--- src/rtl/snake_dir_ctrl.sv ---
// ---------------------------------------------------------------------------
// snake_dir_ctrl
//
// Per-player direction controller for the snake game.
//
// For each player it does the following:
//   - synchronises the raw active-low buttons;
//   - debounces them;
//   - picks one press per cycle (priority up > right > down > left);
//   - rejects 180-degree reversals and repeats of the reference direction;
//   - buffers surviving turns and applies one per game tick.
//
// The registered dir_out replaces the combinational move logic that used to
// feed the regfile.
//
// Build option:
//   SNAKE_DIR_QUEUE_EN  defined   -> per-player FIFO of QUEUE_DEPTH turns.
//                       undefined -> single "latest wins" pending register;
//                                    QUEUE_DEPTH unused, turn_dropped = 0.
//
// Direction encoding: 1=up, 2=right, 3=down, 4=left.
//
// Ports:
//   clock         in   system clock
//   reset         in   asynchronous active-high reset
//   btn_n         in   [4*NUM_PLAYERS-1:0] raw buttons, active low;
//                      player p uses [4p+3:4p] = {left,down,right,up}
//   tick          in   one-cycle game-step strobe
//   game_restart  in   synchronous clear of directions and pending turns
//   dir_out       out  [3*NUM_PLAYERS-1:0] direction of player p at [3p+2:3p]
//   dir_changed   out  [NUM_PLAYERS-1:0] pulse when dir_out[p] takes a new value
//   turn_dropped  out  [NUM_PLAYERS-1:0] pulse when a legal turn hit a full queue
// ---------------------------------------------------------------------------
module snake_dir_ctrl #(
  parameter int NUM_PLAYERS     = 2,
  parameter int DEBOUNCE_CYCLES = 50000,
  parameter int QUEUE_DEPTH     = 2,
  parameter int INIT_DIR        = 2
) (
  input  logic                     clock,
  input  logic                     reset,
  input  logic [4*NUM_PLAYERS-1:0] btn_n,
  input  logic                     tick,
  input  logic                     game_restart,
  output logic [3*NUM_PLAYERS-1:0] dir_out,
  output logic [NUM_PLAYERS-1:0]   dir_changed,
  output logic [NUM_PLAYERS-1:0]   turn_dropped
);

  localparam int NB    = 4 * NUM_PLAYERS;
  localparam int DEB_N = (DEBOUNCE_CYCLES < 1) ? 1 : DEBOUNCE_CYCLES;
  localparam int CNT_W = (DEB_N > 1) ? $clog2(DEB_N) : 1;
  localparam logic [CNT_W-1:0] CNT_LAST = CNT_W'(DEB_N - 1);

  // An out-of-range configuration falls back to starting to the right.
  localparam bit CFG_OK = (QUEUE_DEPTH >= 1) && (INIT_DIR >= 1) && (INIT_DIR <= 4);
  localparam logic [2:0] INIT_D = CFG_OK ? 3'(INIT_DIR) : 3'd2;

  localparam logic [2:0] DIR_NONE  = 3'd0;
  localparam logic [2:0] DIR_UP    = 3'd1;
  localparam logic [2:0] DIR_RIGHT = 3'd2;
  localparam logic [2:0] DIR_DOWN  = 3'd3;
  localparam logic [2:0] DIR_LEFT  = 3'd4;

  // A turn is refused when it repeats or reverses the reference direction.
  function automatic logic turn_blocked(input logic [2:0] cand,
                                        input logic [2:0] ref_dir);
    logic [2:0] opp;
    case (ref_dir)
      DIR_UP:    opp = DIR_DOWN;
      DIR_RIGHT: opp = DIR_LEFT;
      DIR_DOWN:  opp = DIR_UP;
      DIR_LEFT:  opp = DIR_RIGHT;
      default:   opp = DIR_NONE;
    endcase
    return (cand == ref_dir) || (cand == opp);
  endfunction

  // One press per player per cycle; bit order within a group is {l,d,r,u}.
  function automatic logic [2:0] pick_turn(input logic [3:0] evt);
    if (evt[0])      return DIR_UP;
    else if (evt[1]) return DIR_RIGHT;
    else if (evt[2]) return DIR_DOWN;
    else if (evt[3]) return DIR_LEFT;
    else             return DIR_NONE;
  endfunction

  // -------------------------------------------------------------------------
  // Stage 0: two-flop synchroniser (idle level is released = 1)
  // -------------------------------------------------------------------------
  logic [NB-1:0] sync_a;
  logic [NB-1:0] sync_b;

  always_ff @(posedge clock or posedge reset) begin
    if (reset) begin
      sync_a <= '1;
      sync_b <= '1;
    end else begin
      sync_a <= btn_n;
      sync_b <= sync_a;
    end
  end

  // -------------------------------------------------------------------------
  // Stage 1: debounce and press-event generation
  // -------------------------------------------------------------------------
  // The counter runs only while the synchronised level disagrees with the
  // accepted level. After DEB_N consecutive disagreeing samples the level is
  // accepted. A 1->0 acceptance emits a one-cycle press event.
  logic [NB-1:0]    deb;
  logic [NB-1:0]    press;
  logic [CNT_W-1:0] deb_cnt [NB];

  always_ff @(posedge clock or posedge reset) begin
    if (reset) begin
      deb   <= '1;
      press <= '0;
      for (int b = 0; b < NB; b++) deb_cnt[b] <= '0;
    end else begin
      for (int b = 0; b < NB; b++) begin
        press[b] <= 1'b0;
        if (sync_b[b] != deb[b]) begin
          if (deb_cnt[b] == CNT_LAST) begin
            deb[b]     <= sync_b[b];
            deb_cnt[b] <= '0;
            press[b]   <= deb[b];
          end else begin
            deb_cnt[b] <= deb_cnt[b] + CNT_W'(1);
          end
        end else begin
          deb_cnt[b] <= '0;
        end
      end
    end
  end

  // -------------------------------------------------------------------------
  // Stage 2: per-player arbitration, reversal filter, buffering and apply
  // -------------------------------------------------------------------------
  for (genvar p = 0; p < NUM_PLAYERS; p++) begin : g_player
    logic [2:0] cand_dir;
    logic       cand_vld;
    logic [2:0] cur_dir;
    logic       chg;

    assign cand_dir          = pick_turn(press[4*p +: 4]);
    assign cand_vld          = (cand_dir != DIR_NONE);
    assign dir_out[3*p +: 3] = cur_dir;
    assign dir_changed[p]    = chg;

`ifdef SNAKE_DIR_QUEUE_EN
    localparam int QD   = (QUEUE_DEPTH < 1) ? 1 : QUEUE_DEPTH;
    localparam int QC_W = $clog2(QD + 1);

    logic [2:0]      q_dir [QD];
    logic [QC_W-1:0] q_cnt;
    logic [2:0]      ref_dir;
    logic            turn_ok;
    logic            q_full;
    logic            q_pop;
    logic            q_push;
    logic            q_drop;
    logic            drop;

    // Reference is the newest queued turn, or the live direction if empty.
    // The pre-pop tail is used even when a pop happens this cycle.
    always_comb begin
      ref_dir = cur_dir;
      for (int i = 0; i < QD; i++) begin
        if (q_cnt == QC_W'(i + 1)) ref_dir = q_dir[i];
      end
    end

    assign turn_ok = cand_vld && !turn_blocked(cand_dir, ref_dir);
    assign q_full  = (q_cnt == QC_W'(QD));
    assign q_pop   = tick && (q_cnt != '0);
    assign q_push  = turn_ok && (!q_full || q_pop);
    assign q_drop  = turn_ok && q_full && !q_pop;

    assign turn_dropped[p] = drop;

    always_ff @(posedge clock or posedge reset) begin
      if (reset) begin
        q_cnt   <= '0;
        cur_dir <= INIT_D;
        chg     <= 1'b0;
        drop    <= 1'b0;
      end else if (game_restart) begin
        q_cnt   <= '0;
        cur_dir <= INIT_D;
        chg     <= 1'b0;
        drop    <= 1'b0;
      end else begin
        chg  <= q_pop && (q_dir[0] != cur_dir);
        drop <= q_drop;
        if (q_pop) cur_dir <= q_dir[0];
        if (q_push && !q_pop) begin
          q_cnt <= q_cnt + QC_W'(1);
        end else if (q_pop && !q_push) begin
          q_cnt <= q_cnt - QC_W'(1);
        end
      end
    end

    // Shift-register FIFO, head at index 0. On push+pop the new entry lands
    // one slot lower because everything moves down at the same edge.
    always_ff @(posedge clock) begin
      for (int i = 0; i < QD; i++) begin
        if (q_push && (q_pop ? (q_cnt == QC_W'(i + 1)) : (q_cnt == QC_W'(i)))) begin
          q_dir[i] <= cand_dir;
        end else if (q_pop && (i < QD - 1)) begin
          q_dir[i] <= q_dir[(i < QD - 1) ? i + 1 : i];
        end
      end
    end
`else
    logic       pend_vld;
    logic [2:0] pend_dir;
    logic       turn_ok;
    logic       apply;

    assign turn_ok = cand_vld && !turn_blocked(cand_dir, cur_dir);
    assign apply   = tick && pend_vld;

    assign turn_dropped[p] = 1'b0;

    // A new legal turn overwrites the pending one. A turn arriving with the
    // tick is kept for the following tick.
    always_ff @(posedge clock or posedge reset) begin
      if (reset) begin
        pend_vld <= 1'b0;
        cur_dir  <= INIT_D;
        chg      <= 1'b0;
      end else if (game_restart) begin
        pend_vld <= 1'b0;
        cur_dir  <= INIT_D;
        chg      <= 1'b0;
      end else begin
        chg <= apply && (pend_dir != cur_dir);
        if (apply) cur_dir <= pend_dir;
        if (turn_ok) begin
          pend_vld <= 1'b1;
        end else if (apply) begin
          pend_vld <= 1'b0;
        end
      end
    end

    always_ff @(posedge clock) begin
      if (turn_ok) pend_dir <= cand_dir;
    end
`endif
  end

endmodule
--- config.mk ---
export PLATFORM = sky130hd
export DESIGN_NAME = snake_dir_ctrl
export DESIGN_NICKNAME = d
export VERILOG_FILES = /design/src/rtl/snake_dir_ctrl.sv
export SDC_FILE = /design/constraint.sdc
export NUM_CORES = 1
export LEC_CHECK = 0
export CORE_ASPECT_RATIO = 1.1
export CORE_MARGIN = 2
export CORE_UTILIZATION = 30
export CTS_CLUSTER_DIAMETER = 40
export DETAILED_ROUTE_END_ITERATION = 6
export DONT_BUFFER_PORTS = 1
export PLACE_DENSITY = 0.49
export RECOVER_POWER = 25
export SETUP_SLACK_MARGIN = 0.2
export SLEW_MARGIN = 0
export SYNTH_ARGS = -nofsm -noshare
export SYNTH_HDL_FRONTEND = slang
export SYNTH_SLANG_ARGS = --single-unit
--- constraint.sdc ---
create_clock -name clock -period 5.8 [get_ports clock]
set_clock_uncertainty 0.15 [all_clocks]
set_input_delay 0.58 -clock clock [delete_from_list [all_inputs] [get_ports clock]]
set_output_delay 0.58 -clock clock [all_outputs]
set_load 0.05 [all_outputs]
---- Yosys cells after proc, flatten, opt, wreduce, memory -nomap -nowiden ----
Index checks and enable logic that the tools add are counted.
operators by class
  multiplexer cells ....................... 54
  add/sub/neg operators ................... 8
  equal/unequal tests ..................... 30
  reductions and logical operators ........ 24
operators with widths
  operator                 number
  $mux W16                 16
  $add A16 B1 Y16 const B  8
  $eq A16 B16 Y1 const B   8
  $mux W3                  12
  $mux W1                  24
  $pmux W3 S4              2
  $reduce_and A2 Y1        8
  $eq A3 B2 Y1 const B     4
  $eq A3 B3 Y1             4
  $reduce_bool A3 Y1       4
  $ne A1 B1 Y1             8
  $eq A3 B1 Y1 const B     2
  $eq A3 B3 Y1 const B     2
  $logic_and A1 B1 Y1      6
  $ne A3 B3 Y1             2
  $reduce_bool A2 Y1       2
  $logic_not A1 Y1         2
  $logic_or A1 B1 Y1       2
storage, ports and cells
  bits of input ports ..................... 12
  output and inout bits ................... 10
  register bits ........................... 176
  word-level logic and storage cells ...... 143

---- Depth between registers and ports, before layout ----
  depth after elaboration ................. 10
  mapped depth ............................ 6

---- Worst setup path after synthesis ----
No wires, ideal clock.
  kind .................................... flip-flop to flip-flop
  start point ............................. register deb_cnt[108] (netlist name)
  end point ............................... register deb[1]
  data arrival time ....................... 1.664 ns
  period minus slack after synthesis ...... 1.897 ns
  slack ................................... 3.903 ns
  path buffers ............................ 0
  stages on the path, launching flop included .. 5
  data required time ...................... 5.568 ns
  path through ............................ dfrtp_1 -> nor4_2 -> nand3_2 -> or4_4 -> mux2_4
on the way
  cells in the longest elaborated chain, start to end .. 2
RTL lines
  element                             line  RTL
  start: declaration                  112   logic [CNT_W-1:0] deb_cnt [NB];
  start signal: indexed assignment    128   deb_cnt[b] <= deb_cnt[b] + CNT_W'(1);
  $eq A16 B16 Y1                      123   if (deb_cnt[b] == CNT_LAST) begin
  $reduce_and A2 Y1 (no source line)  -
  end signal: indexed assignment      124   deb[b] <= sync_b[b];
  end: declaration                    110   logic [NB-1:0] deb;
No other way between the ends.
A chain may end at the register's enable or synchronous reset.

==> reports/results.ini <==
[status]
outcome = finished, violations left
failed_checks = max-capacitance violations, max-slew violations

[floorplanning]
die-height_um = 177
placementRows = 63
dieArea_um2 = 28600
coreArea_um2 = 26900
die_x_um = 161
boundaryPins = 22
initial_utilization_pct = 30.4

[synthesis]
synth_compound_area_share_pct = 2.86
yosys_register_bits = 176
synthArstFlopShare_pct = 96.6
synth_top_family_by_area = simple AND/OR/NAND/NOR gates
synth_edf_count = 6
synth-xor-area-share_pct = 13.3
yosysTopAreaCellShare_pct = 44.1
synth.area.top_cells = dfrtp_1, xnor2_1, dfstp_2, nor2_1, xor2_1
synth_fa_ha_area_share_pct = 1.22
yosysSeqAreaShare_pct = 54.7
yosys_warnings = 0
mappedNetlistArea_um2 = 8170
synthFlopType = dfrtp_1
synth_simple_gate_area_share_pct = 24.7
synth_common_cells = dfrtp_1, nor2_1, xnor2_1
synth_cells = 772
muxShareOfSynthArea_pct = 1.24
yosys.area.top_type = dfrtp_1
avgSynthCellArea_um2 = 10.6
yosysMostFrequentCell = dfrtp_1
yosysUniqueCellTypes = 46

[grt]
grt_pass1_wl_mm = 27.1
grt_overflow = 0
antenna_found_initial = 0
gr-usage-all-layers_pct = 11.7
grt_pass1_vias = 5488
grt_max_degree = 62

[clocking]
cts.clk_slew.worst_paths_ps = 70
cts.sink_count = 176
cts_setup_buffers = 0
cts_tree = yes
cts.path.max_buffers = 2
clk_root_buffer_cell = clkbuf_16
clock_latency_ps = 430
htreeDepth = 4
cts_inserted_buffers = 17

[worst_hold_path]
hold_class = in -> reg

[run]
max_cap_violations = 1

[worst_setup_path]
cp-start-kind = input port
rr_worst_depth = 4
crit_fanout = 61
ff2ff_setup_slack_ps = 3650
path_class = in -> async
critPathCaptureType = asynchronous set/reset pin
worstPathRequired_ps = 6120
arrival_ps = 3380
reg2reg_to = deb_cnt[44]
r2r-start = deb_cnt[32]
cp-startpoint = reset
crit_path_end = deb_cnt[33]

[detailed_routing]
viasPerCell = 4.62
drt-total-wl_mm = 15.3
wl_per_cell_um = 13.3
first_pass_iters = 4
postRouteAntennaNets = 0
vias = 5345
drt_iter0_markers = 311
drc = 0

[power_and_ir_drop]
power.leakage_nw = 3.58
combPwrFrac_pct = 2.9
p_switching_mw = 0.571
p_int_mw = 1.98
ir_drop_mv = 0.172
powerDensity_nw_per_um2 = 275
power_frac_clock_pct = 47.1
p_sw_share_pct = 22.4
p_seq_share_pct = 50.1

[sta]
hold_viol_final = 0
max_slew_margin_pct = -64.0
min_period_ps = 3060
fin_tns_setup_ps = 0
max_freq_ghz = 0.327
fin_crit_sh_pct = 52.7
rsz0062_at_grt = false
worst_slew_pin_slew_ps = 2450
drv_slew = 54
setup_viol = 0

[final_layout]
final_cells = 1156
synthToLayoutAreaGrowth_pct = 13.4
diodes = 0
final_net_count = 806
drive_above_1_share_pct = 10.0

[placement]
place.gp.congestion = 0.744
post-dp-hpwl_mm = 10.1
port_buffers = 0
post-place-cells = 1115

## layer usage
| metal | global-route usage, % | vias up | routed length [um] |
|---|---|---|---|
| met2 | 18.8 | 43 | 7000 |
| met5 | 0 | - | 0 |
| met3 | 3.23 | 15 | 496 |
| met4 | 3.57 | 0 | 170 |
| li1 | - | 2703 | - |
| met1 | 15.4 | 2584 | 7650 |
## flip-flops by register name (all words and copies together), names as in the netlist
signal / cells
deb: 8
deb_cnt: 128
g_player.pend_vld: 2
g_player.chg: 2
sync_b: 8
g_player.pend_dir: 6
g_player.cur_dir: 6
press: 8
sync_a: 8
## area by class of cell
class                   instances  area (um2)
multi-input cells             558        3540
clock inverters                14         179
repair buffers                 11         105
well taps                     357         447
flip-flops and latches        176        4470
fillers                      2734       17600
clock buffers                  18         439
inverters                      22        83.8
## placed cells by master, fill, tap and decap left out, types with 8 or more instances in the layout
master / instances
a21oi_1: 8
and3_1: 16
clkbuf_16: 17
dfrtp_1: 144
dfstp_2: 22
dlygate4sd3_1: 9
ha_1: 8
inv_1: 21
nand2_1: 44
nand3_1: 42
nand4_1: 37
nor2_1: 143
nor3_1: 30
nor3b_1: 8
nor4_1: 32
nor4bb_1: 10
xnor2_1: 94
xor2_1: 30
## repair_timing
action	CTS	global route
resized for setup	0	0
hold buffers	9	0
endpoints found under the hold margin	52	0
## kinds of logic (layout without fill, tap and decap cells)
logic type / after synthesis / in the layout
flops: 176 / 176
mux: 8 / 8
fa+ha+maj: 8 / 8
xor+xnor: 124 / 124
compound gates: 25 / 25
other cells: 1 / 2
simple gates: 391 / 391
buf+inv: 39 / 65
## power by group through the flow
stage	combinational [mW]	sequential (mW)	clock [mW]
global placement	0.0713	1.30	0
floorplan	0.0573	1.29	0
CTS	0.0771	1.28	1.24
detailed placement	0.0711	1.30	0
finish	0.0728	1.28	1.20
global route	0.0864	1.28	1.30
## critical path, stage by stage
cell and delay (ps):
dlygate4sd3_1 550, clkinvlp_2 1380, buf_4 790
## metrics by stage
step                hold WS [ps]  cell area, um2  power [mW]  setup slack [ps]  util (%)
finish                      68.7            9260        2.55              2740      34.5
global route                39.4            9260        2.66              2190      34.5
global placement             196            8560        1.37              3650      31.8
CTS                         38.1            9270        2.60              3610      34.5
floorplan                    195            8180        1.35               510         -
detailed placement           197            8560        1.37              3610      31.8
## worst min-delay path by stage
stage,startpoint,end,slack (ps),cells after the start
6_report,game_restart,g_player[1].pend_vld,70,1
5_1_grt,game_restart,g_player[1].pend_vld,40,1
4_1_cts,game_restart,g_player[1].cur_dir[0],40,1
3_5_place_dp,sync_a[6],sync_b[6],200,0
3_3_place_gp,sync_a[3],sync_b[3],200,0
2_1_floorplan,sync_a[0],sync_b[0],200,0
Power figures use the tool's default switching activity.
